File: src/rtl/des_pkg.sv
// des_pkg: shared definitions for the DES round sequencer.
//   - state codes (exported on the S debug port)
//   - default round count
//   - encrypt key shift table and the decrypt rotate derived from it
package des_pkg;

  typedef enum logic [2:0] {
    S_IDLE   = 3'd0,
    S_LOAD   = 3'd1,
    S_ROUND  = 3'd2,
    S_FINISH = 3'd3,
    S_DONE   = 3'd4,
    S_ERR    = 3'd7
  } state_t;

  localparam int NUM_ROUNDS_DEF = 16;

  // Entry i = left shift applied to C/D before round i.
  // Listed MSB first, so index 15 is written first.
  localparam logic [15:0][1:0] ENC_SHIFT = {
    2'd1, 2'd2, 2'd2, 2'd2, 2'd2, 2'd2, 2'd2, 2'd1,
    2'd2, 2'd2, 2'd2, 2'd2, 2'd2, 2'd2, 2'd1, 2'd1
  };

  function automatic logic [1:0] enc_rot(input int idx);
    if (idx < 0 || idx > 15) return 2'd0;
    return ENC_SHIFT[idx];
  endfunction

  // Decrypt walks the key schedule backwards: round 0 uses K16, which is
  // the PC1 key itself after a full 28-bit cycle of shifts, so no rotate.
  // Round i then undoes the shift that produced K(17-i).
  function automatic logic [1:0] dec_rot(input int idx);
    if (idx <= 0 || idx > 15) return 2'd0;
    return ENC_SHIFT[16 - idx];
  endfunction

endpackage

File: src/rtl/des_key_sched_rom.sv
// des_key_sched_rom: combinational per-round key rotate schedule.
//   round_idx  in   current round, 0-based
//   mode       in   1 = decrypt, 0 = encrypt
//   active     in   high only while rounds are running; outputs 0 otherwise
//   rot_amt    out  rotate amount 0..2
//   rot_right  out  1 = rotate right (decrypt)
module des_key_sched_rom
  import des_pkg::*;
#(
  parameter int RND_W = 4
) (
  input  logic [RND_W-1:0] round_idx,
  input  logic             mode,
  input  logic             active,
  output logic [1:0]       rot_amt,
  output logic             rot_right
);

  always_comb begin
    rot_amt   = 2'd0;
    rot_right = 1'b0;
    if (active) begin
      rot_right = mode;
      rot_amt   = mode ? dec_rot(int'(round_idx)) : enc_rot(int'(round_idx));
    end
  end

endmodule

File: src/rtl/des_round_sequencer.sv
// des_round_sequencer: controls one shared DES round datapath.
//   Captures a start request, strobes load_blk, runs NUM_ROUNDS rounds one
//   per clock with the key rotate schedule, strobes final_swap, then holds
//   done until result_ack.
// Ports:
//   clk, rst (async, active low)
//   start, decrypt, abort, result_ack   control inputs
//   step                                 only with DES_SINGLE_STEP_EN defined:
//                                        rounds advance only on step cycles
//   load_blk, round_en, round_idx, rot_amt, rot_right, final_swap
//                                        datapath controls
//   busy, done, S                        status / LED debug
// Build option: DES_SINGLE_STEP_EN.
module des_round_sequencer
  import des_pkg::*;
#(
  parameter int NUM_ROUNDS = NUM_ROUNDS_DEF,
  parameter int RND_W      = 4
) (
  input  logic             clk,
  input  logic             rst,
  input  logic             start,
  input  logic             decrypt,
  input  logic             abort,
  input  logic             result_ack,
`ifdef DES_SINGLE_STEP_EN
  input  logic             step,
`endif
  output logic             load_blk,
  output logic             round_en,
  output logic [RND_W-1:0] round_idx,
  output logic [1:0]       rot_amt,
  output logic             rot_right,
  output logic             final_swap,
  output logic             busy,
  output logic             done,
  output logic [2:0]       S
);

  localparam logic [RND_W-1:0] LAST = RND_W'(NUM_ROUNDS - 1);

  state_t           st, nst;
  logic [RND_W-1:0] idx, nidx;
  logic             mode, nmode;
  logic             adv;

`ifdef DES_SINGLE_STEP_EN
  assign adv = step;
`else
  assign adv = 1'b1;
`endif

  always_ff @(posedge clk or negedge rst) begin
    if (!rst) begin
      st   <= S_IDLE;
      idx  <= '0;
      mode <= 1'b0;
    end else begin
      st   <= nst;
      idx  <= nidx;
      mode <= nmode;
    end
  end

  always_comb begin
    nst        = st;
    nidx       = idx;
    nmode      = mode;
    load_blk   = 1'b0;
    round_en   = 1'b0;
    final_swap = 1'b0;
    case (st)
      S_IDLE: if (start) begin
        nst   = S_LOAD;
        nmode = decrypt;
        nidx  = '0;
      end
      S_LOAD: begin
        load_blk = 1'b1;
        nst      = S_ROUND;
      end
      S_ROUND: if (adv) begin
        round_en = 1'b1;
        if (idx == LAST) begin
          nst  = S_FINISH;
          nidx = '0;
        end else begin
          nidx = idx + RND_W'(1);
        end
      end
      S_FINISH: begin
        final_swap = 1'b1;
        nst        = S_DONE;
      end
      // start is deliberately not looked at here: it must be re-presented
      // in IDLE after the result is acknowledged.
      S_DONE:  if (result_ack) nst = S_IDLE;
      S_ERR:   nst = S_IDLE;
      default: nst = S_ERR;
    endcase
    // abort overrides every transition, but only while work is in flight
    if (abort && (st == S_LOAD || st == S_ROUND || st == S_FINISH)) begin
      nst  = S_IDLE;
      nidx = '0;
    end
  end

  des_key_sched_rom #(.RND_W(RND_W)) u_rom (
    .round_idx (idx),
    .mode      (mode),
    .active    (st == S_ROUND),
    .rot_amt   (rot_amt),
    .rot_right (rot_right)
  );

  assign round_idx = idx;
  assign busy      = (st != S_IDLE);
  assign done      = (st == S_DONE);
  assign S         = st;

endmodule

File: config.mk
export PLATFORM = sky130hd
export DESIGN_NAME = des_round_sequencer
export DESIGN_NICKNAME = d
export VERILOG_FILES = /design/src/rtl/des_pkg.sv /design/src/rtl/des_key_sched_rom.sv /design/src/rtl/des_round_sequencer.sv
export SDC_FILE = /design/constraint.sdc
export NUM_CORES = 1
export LEC_CHECK = 0
export CAP_MARGIN = 5
export CORE_MARGIN = 8
export CORE_UTILIZATION = 47
export CTS_BUF_LIST = sky130_fd_sc_hd__clkbuf_16
export DETAILED_ROUTE_END_ITERATION = 6
export GPL_TIMING_DRIVEN = 0
export PLACE_DENSITY = 0.82
export SETUP_SLACK_MARGIN = 0.4
export SYNTH_ARGS = -nofsm -noshare
export SYNTH_HDL_FRONTEND = slang
export SYNTH_SLANG_ARGS = --single-unit
File: constraint.sdc
create_clock -name clk -period 4.3 [get_ports clk]
set_input_delay 1.075 -clock clk [delete_from_list [all_inputs] [get_ports clk]]
set_output_delay 1.075 -clock clk [all_outputs]
set_load 0.1 [all_outputs]
* Word level (Yosys, flattened, before mapping)
Memory sizes are Yosys's and may differ from the RTL's.
Cells that the tools add are included.
** Storage, ports and cells
- Memories :: 2
- Input bits :: 6
- Flip-flop bits (word level) :: 8
- ROM bits :: 64
- Output and inout port bits :: 15
** Memory list
- (no name shown) :: words 16, width 2, read ports 1, clocked after Yosys merged registers in 0, write ports 0, RTL line des_pkg.sv:27 : return ENC_SHIFT[idx];
- (no name shown) :: words 16, width 2, read ports 1, clocked after Yosys merged registers in 0, write ports 0, RTL line des_pkg.sv:35 : return ENC_SHIFT[16 - idx];
** Cells by class
- Reduce and logical (&&, ||, !) cells :: 9
- $lt $le $gt $ge :: 3
- Mux-type cells :: 22
- Eq/ne operators :: 9
- Add/subtract/negate cells :: 2
** Operators by type and width (number)
- less-than comparator 32 x 6 -> 1 bit, second input constant :: 1
- one-hot mux 3 bit (6 select lines) :: 1
- two-way mux 2 bit :: 7
- two-way mux 3 bit :: 4
- two-way mux 4 bit :: 3
- one-hot mux 4 bit (2 select lines) :: 1
- == test 3 x 2 -> 1 bit, second input constant :: 2
- == test 3 bit, second input constant :: 2
- two-way mux 1 bit :: 6
- != test 3 bit, second input constant :: 2
- nonzero test 3 bit :: 2
- subtractor 5 x 4 -> 6 bit, first input constant :: 1
- less-than comparator 4 x 5 -> 1 bit, second input constant :: 1
- adder 4 x 1 -> 4 bit, second input constant :: 1
- == test 4 bit, second input constant :: 1
- <= comparator 4 x 1 -> 1 bit, second input constant :: 1
- AND reduction 2 bit :: 2
- == test 3 x 1 -> 1 bit, second input constant :: 1
- logical NOT 3 bit :: 1
- != test 3 x 2 -> 1 bit, second input constant :: 1
- AND reduction 3 bit :: 1
- logical OR 1 bit :: 2
- logical AND 1 bit :: 1

* Longest topological paths before layout
Gate-level depths: netlist (run 1).
- Depth after elaboration :: 7
- Mapped depth :: 6
- Gate-level depth less buffers :: 6

* Hierarchy
A second synthesis (run 1) with hierarchy kept.
** Unflattened totals
- Cell total of the unflattened synthesis :: 88
- Area, all modules :: 759.5 um2
** By module, submodules not included
- des_round_sequencer :: times used 1, cells an instance 51, area an instance 491.7 um2
- des_key_sched_rom :: times used 1, cells an instance 37, area an instance 267.8 um2

* Worst setup path before layout (run 1)
OpenSTA, ideal clock, no wires.
- Path kind :: register -> output
- Start point :: register st[1], in the netlist S[1]
- End point :: output rot_right
- Required time :: 3.225 ns
- Path buffers :: 2
- Slack :: 0.284 ns
- Cell stages (with the launch flop) :: 5
- Data arrival time :: 2.941 ns
- Cells stage by stage :: dfrtp_1 > buf_4 > or3b_1 > buf_6 > nor2_1
** Between the ends
- Word-level cells in the longest chain between the ends :: 2
** RTL lines
- start, declared :: RTL line des_round_sequencer.sv:42 : state_t st, nst;
- start signal, assigned :: RTL line des_round_sequencer.sv:59 : st <= nst;
- == test 3 x 2 -> 1 bit :: RTL line des_round_sequencer.sv:111 : .active (st == S_ROUND),
- two-way mux 1 bit :: RTL line des_key_sched_rom.sv:22 : if (active) begin
- end, declared :: RTL line des_round_sequencer.sv:33 : output logic rot_right,
No other way between the ends.

* Worst setup path in the final report (run 1)
- Start point :: register idx[0], in the netlist round_idx[0]
- End point :: output rot_amt[1]
** Between the ends
- Word-level cells in the longest chain between the ends :: 7
- Elaborated cells between the ends (all ways) :: 12
** RTL lines
- start, declared :: RTL line des_round_sequencer.sv:43 : logic [RND_W-1:0] idx, nidx;
- start signal, assigned :: RTL line des_round_sequencer.sv:60 : idx <= nidx;
- subtractor 5 x 4 -> 6 bit :: RTL line des_pkg.sv:35
- memory read (16 x 2 bit)
- two-way mux 2 bit (implied by the code) (2 in series) :: RTL line des_pkg.sv:35
- two-way mux 2 bit :: RTL line des_pkg.sv:35
- two-way mux 2 bit (*) :: RTL line des_key_sched_rom.sv:24 : rot_amt = mode ? dec_rot(int'(round_idx)) : enc_rot(int'(round_idx));
- two-way mux 2 bit (*) :: RTL line des_key_sched_rom.sv:22
- end, declared :: RTL line des_round_sequencer.sv:32 : output logic [1:0] rot_amt,
Mark *: on every way between the ends. The rest lies on a longest branch, timed or not. The select of a mux whose other input is x is not followed.

==> results of run 1 <==
## metal layers
layer  vias to the layer above  part of all wire, %
li1                        318                    -
met1                       305                   42
met2                        20                   51
met3                         2                  6.9
met4                         0                 0.36
met5                         -                    0
## cells by family after synthesis
kind of cell             Yosys count  share of synthesized area [%]
AND/OR/NAND/NOR                   36                          31.03
AO/OA/AOI/OAI                     19                          20.49
buffers and inverters             11                          8.722
flip-flops                         8                          32.45
adder cells (fa/ha/maj)            2                          4.056
XOR/XNOR                           1                          1.420
multiplexers                       1                          1.825
## state kept, by name (all words and copies together) (netlist names)
register,cells
mode,1
round_idx,4
S,3
## worst min-delay path by stage
stage	cells past startpoint	end	slack, ns	startpoint
6_report	1	mode$_DFFE_PN0P_	0.59	mode$_DFFE_PN0P_
5_1_grt	1	mode$_DFFE_PN0P_	0.62	mode$_DFFE_PN0P_
4_1_cts	1	mode$_DFFE_PN0P_	0.58	mode$_DFFE_PN0P_
3_5_place_dp	1	mode$_DFFE_PN0P_	0.57	mode$_DFFE_PN0P_
3_3_place_gp	1	mode$_DFFE_PN0P_	0.55	mode$_DFFE_PN0P_
2_1_floorplan	1	mode$_DFFE_PN0P_	0.53	mode$_DFFE_PN0P_
## cell usage after synthesis, drive strengths merged
master,instances
o41ai,1
nand3,7
a32o,1
ha,2
nand2,4
a41oi,2
o21ai,9
nor3,3
a21oi,3
and2,2
a21boi,1
inv,6
xor2,1
buf,3
dfrtp,8
a31oi,1
or3b,1
nor2,12
o31a,1
or3,1
and3,1
clkbuf,2
mux2,1
nor2b,5
## layout make-up
cell class                 instances  area, sq um  area share [%]
buffer                             5        31.28           3.420
clock buffer                       3        75.07           8.208
inverter                           6        22.52           2.462
multi-input combinational         59        365.4           39.95
sequential                         8        200.2           21.89
tap                               15        18.77           2.052
timing repair buffer              20        201.4           22.02
## worst max-delay path: cells and delay by family (launching register included)
family                     cells  cell delay, ns
and+or+nand+nor                1            0.16
buffers and inverters          2            0.98
AOI/OAI and AO/OA              3            0.50
adders and majority gates      1            0.27
DFF                            1            0.44
## placed cells by master (no fill, tap or decap)
cell type	Yosys	routed
clkdlybuf4s50_1	0	18
nor2_1	11	10
dfrtp_1	8	8
nand3_1	7	7
inv_1	6	6
o21ai_0	6	6
nor2b_1	5	5
nand2_1	4	4
o21ai_1	3	3
nor3_1	3	3
clkbuf_16	0	3
clkbuf_1	2	2
and2_1	2	2
a21oi_2	2	2
a41oi_1	2	2
ha_1	2	2
buf_4	1	1
and3_1	1	1
or3_1	1	1
buf_2	1	1
or3b_1	1	1
buf_6	1	1
a21oi_1	1	1
a32o_1	1	1
nor2_2	0	1
nor2_8	1	1
a31oi_1	1	1
o31a_1	1	1
xor2_1	1	1
a21boi_0	1	1
mux2_2	1	1
o41ai_1	1	1
dlymetal6s2s_1	0	1
dlygate4sd2_1	0	1
## metrics by stage
stage | cells | setup WS, ns | util [%]
after floorplan | 78 | 0.4419 | -
after global placement | 113 | 0.6468 | 66.07
after detailed placement | 113 | 0.6234 | 66.07
after CTS | 116 | 0.4009 | 71.89
after global routing | 116 | 0.4488 | 72.09
final | 116 | 0.6366 | 72.09
==> summary.txt, run 1 <==
Clock network
  • TritonCTS clock tree: done
  • Post-CTS Repair Setup Buffers: 0
  • H-tree depth: 1
  • Clock Latency Late Sink: 0.23 ns
  • CTS Buf Count: 3
  • CTS root buffer: clkbuf_16
  • Max clock buf depth: 2
  • Cts hold-fix bufs: 0
  • Clock transition at path regs: 0.04 ns
  • Post_cts resized: 1
  • Clk sinks: 8

Drt
  • Routed vias/inst: 5.560
  • ANT nets after route: 0
  • DRC viols: 0
  • Total wire length: 1652 um
  • DR WL/cell: 14.24 um
  • Routed vias: 645
  • Pre-antenna DRT Iters: 4
  • Drt first-iter violations: 19

Setup path
  • Reg-to-Reg End: round_idx[3]$_DFFE_PN0P_
  • Crit. End Element: output pin
  • CP startpoint kind: register
  • CP Cell Sequence: inv_1 > ha_1 > nor2b_1 > o21ai_0 > a41oi_1 > a21oi_2 > dlygate4sd2_1
  • WS Path Type: reg -> out
  • WP data required: 3.22 ns
  • Reg2reg setup slack: 2.75 ns
  • Critical R2R Launch: S[2]$_DFFE_PN0P_
  • Max incr delay on CP: 0.86 ns
  • Crit path launch: round_idx[0]$_DFFE_PN0P_
  • Reg2Reg Depth: 5
  • CP Capture Point: rot_amt[1]
  • CP max-delay cell: dlygate4sd2_1
  • CP arrival: 2.59 ns
  • CP Max Fanout: 7

STA
  • Worst hold slack: 0.5862 ns
  • Max frequency: 0.2730 GHz
  • RSZ-0062 raised after global routing: false
  • Slew headroom: 34.59%
  • Setup TNS Final: 0 ns
  • Skew final: 0.003582 ns
  • Share of the clock period used by the worst path: 85.19%
  • Min cycle time layout: 3.663 ns
  • Slew Limit Fails: 0
  • Final Hold Viols: 0
  • Least-Margin Pin Slew: 0.9781 ns
  • Finish-stage setup viols: 0

Yosys
  • Cells after Synth: 78
  • Post-Synthesis Net Count: 86
  • Avg Inst Size Synth: 7.908 sq um
  • Synth Cell Area: 616.8 sq um
  • Synth unique cells: 29
  • Synthesis Warnings: 0
  • Flops & latches, synth: 8
  • Largest area contributor in the netlist: dfrtp_1
  • Top-area cell type share of the netlist area: 32.45%
  • Synth area leaders: dfrtp_1 32%, nor2_1 6.7%, nand3_1 5.7%
  • Sequential area share after synthesis: 32.45%

Placed design
  • Number of port buffers: 20
  • Detailed Place HPWL: 1220 um
  • Area after DPL: 838.3 sq um
  • Final Wtd Congestion: 0.7512

Global routing
  • Initial antenna violation count: 0
  • Met3 usage: 6.250%
  • Met2 Resource Use GR: 23.00%
  • First-pass GRT wire length: 2677 um
  • Largest net degree at the start of global routing: 11
  • Vias in the first global route: 613
  • Grt total ovfl: 0
  • Busiest layer in global routing: met2
  • GRT Total Usage: 12.91%
  • Met1 Usage GRT: 12.93%

Cells and area
  • Fill count: 102
  • # nets final: 111
  • N_diodes: 0
  • Design area: 914.6 sq um
  • P&R area growth vs syn: 48.28%
  • Layout cells sized above 1: 10.89%

Die
  • Die W: 52.23 um
  • Die area: 2727 sq um
  • # IOs: 21
  • Die height: 52.23 um
  • Rows: 13
  • Initial core utilization: 48.62%
  • Core area: 1269 sq um

Hold path
  • Hold Crit Class: reg -> reg

Flow run
  • Max-cap violations: 0

Run status
  • Outcome: finished, final reports clean
Power of run 1 is left out: the tool's default activity adds up to more than one toggle a clock period on the data nets, which glitch-free logic cannot reach.
==> run 2: changes to the inputs <==
--- a/config.mk
+++ b/config.mk
@@ -12,6 +12,7 @@
 export DETAILED_ROUTE_END_ITERATION = 6
 export GPL_TIMING_DRIVEN = 0
 export PLACE_DENSITY = 0.82
+export REMOVE_ABC_BUFFERS = 1
 export SETUP_SLACK_MARGIN = 0.4
 export SYNTH_ARGS = -nofsm -noshare
 export SYNTH_HDL_FRONTEND = slang
==> summary.txt, run 2 (synthesis gave the netlist of run 1 again) <==
Die
  • Die height: 52.23 um
  • # IOs: 21
  • Initial core utilization: 48.62%
  • Die area: 2727 sq um
  • Die W: 52.23 um
  • Core area: 1269 sq um
  • Rows: 13

Clock network
  • Clk sinks: 8
  • CTS Buf Count: 3
  • CTS root buffer: clkbuf_16
  • Clock Latency Late Sink: 0.23 ns
  • Cts hold-fix bufs: 0
  • TritonCTS clock tree: done
  • Max clock buf depth: 2
  • H-tree depth: 1
  • Clock transition at path regs: 0.04 ns

Cells and area
  • Max FFs per register: 4
  • Most frequent cells in the layout: 18 x clkdlybuf4s50_1, 11 x nor2_1, 8 x dfrtp_1, 7 x nand3_1
  • # nets final: 106
  • Fill count: 107
  • N_diodes: 0
  • Layout cells sized above 1: 7.292%
  • P&R area growth vs syn: 42.80%
  • Commonest non-fill, non-tap cell in the layout: clkdlybuf4s50_1

Drt
  • Pre-antenna DRT Iters: 4
  • Routed vias: 596
  • DR WL/cell: 14.06 um
  • DRC viols: 0
  • Routed vias/inst: 5.369
  • Total wire length: 1561 um
  • ANT nets after route: 0
  • Drt first-iter violations: 18

STA
  • Setup TNS Final: 0 ns
  • Final Hold Viols: 0
  • Slew headroom: 34.04%
  • Slew Limit Fails: 0
  • Least-Margin Pin Slew: 0.9863 ns
  • Skew final: 0.003708 ns
  • Min cycle time layout: 3.691 ns
  • Share of the clock period used by the worst path: 85.83%
  • Finish-stage setup viols: 0
  • RSZ-0062 raised after global routing: false
  • Max frequency: 0.2710 GHz

Placed design
  • Number of port buffers: 20
  • Final Wtd Congestion: 0.8254
  • Detailed Place HPWL: 1189 um

Setup path
  • WP data required: 3.22 ns
  • CP arrival: 2.62 ns
  • CP startpoint kind: register
  • WS Path Type: reg -> out
  • Crit. End Element: output pin
  • CP Max Fanout: 13
  • Reg2Reg Depth: 4

Global routing
  • GRT Total Usage: 11.89%
  • First-pass GRT wire length: 2532 um
  • Initial antenna violation count: 0
  • Largest net degree at the start of global routing: 14
  • Vias in the first global route: 569
  • Grt total ovfl: 0

Hold path
  • Hold Crit Class: reg -> reg
  • Hold path depth: 1

Flow run
  • Max-cap violations: 0

Run status
  • Outcome: finished, final reports clean
run 2: cell count changes in the layout (fill, tap and decap cells not counted):
| cell | change |
|---|---|
| nor2_1 | +1 |
| buf_6 | -1 |
| clkbuf_1 | -2 |
| nor2_2 | -1 |
| buf_2 | -1 |
| buf_4 | -1 |
run 2: final timing paths:
path                                            end             start  slack, ns
max in group asynchronous  round_idx[3]$_DFFE_PN0P_               rst       2.90
min in group asynchronous          S[0]$_DFFE_PN0P_               rst       1.13
setup reg to reg           round_idx[3]$_DFFE_PN0P_  S[0]$_DFFE_PN0P_       2.72
hold reg to reg                    mode$_DFFE_PN0P_  mode$_DFFE_PN0P_       0.57
hold / removal                     mode$_DFFE_PN0P_  mode$_DFFE_PN0P_       0.57
setup / recovery                         rot_amt[1]  S[0]$_DFFE_PN0P_       0.61
run 2: worst max-delay path, stage by stage (launching register included):
cell and delay (ns):
dfrtp_1 0.50, or3b_1 0.56, a21oi_2 0.19, a41oi_1 0.15, a21oi_2 0.12, dlygate4sd2_1 0.86
run 2: timing repair:
item / in CTS / in global routing
setup endpoints to repair: 1 / 1
setup buffers: 0 / 0
gates resized for setup: 1 / 1
run 2: final cells by class:
class / count / area (sq um) / area share [%]
Multi-Input combinational cell: 59 / 362.8 / 41.19
Sequential cell: 8 / 200.2 / 22.73
Tap cell: 15 / 18.77 / 2.131
Timing Repair Buffer: 20 / 201.4 / 22.87
Inverter: 6 / 22.52 / 2.557
Clock buffer: 3 / 75.07 / 8.523
run 2: metrics by stage:
step           util (%)  cell area, sq um  setup WS (ns)  hold WS (ns)  cells
6_report          69.43             880.8         0.6093        0.5729    111
5_1_grt           69.43             880.8         0.4545        0.5986    111
4_1_cts           69.23             878.3         0.4129        0.5633    111
3_5_place_dp      63.41             804.5         0.5670        0.5552    108
3_3_place_gp      63.41             804.5         0.5943        0.5531    108
2_1_floorplan         -             585.6         0.3471        0.5270     73
run 2: metal layers:
| metal | vias to the layer above | track usage, % | part of all wire, % |
|---|---|---|---|
| li1 | 305 | - | - |
| met1 | 274 | 13.79 | 43 |
| met2 | 15 | 20.60 | 52 |
| met3 | 2 | 3.409 | 4.4 |
| met4 | 0 | 3.448 | 0.83 |
| met5 | - | 0 | 0 |
Power of run 2 is left out for the same reason.
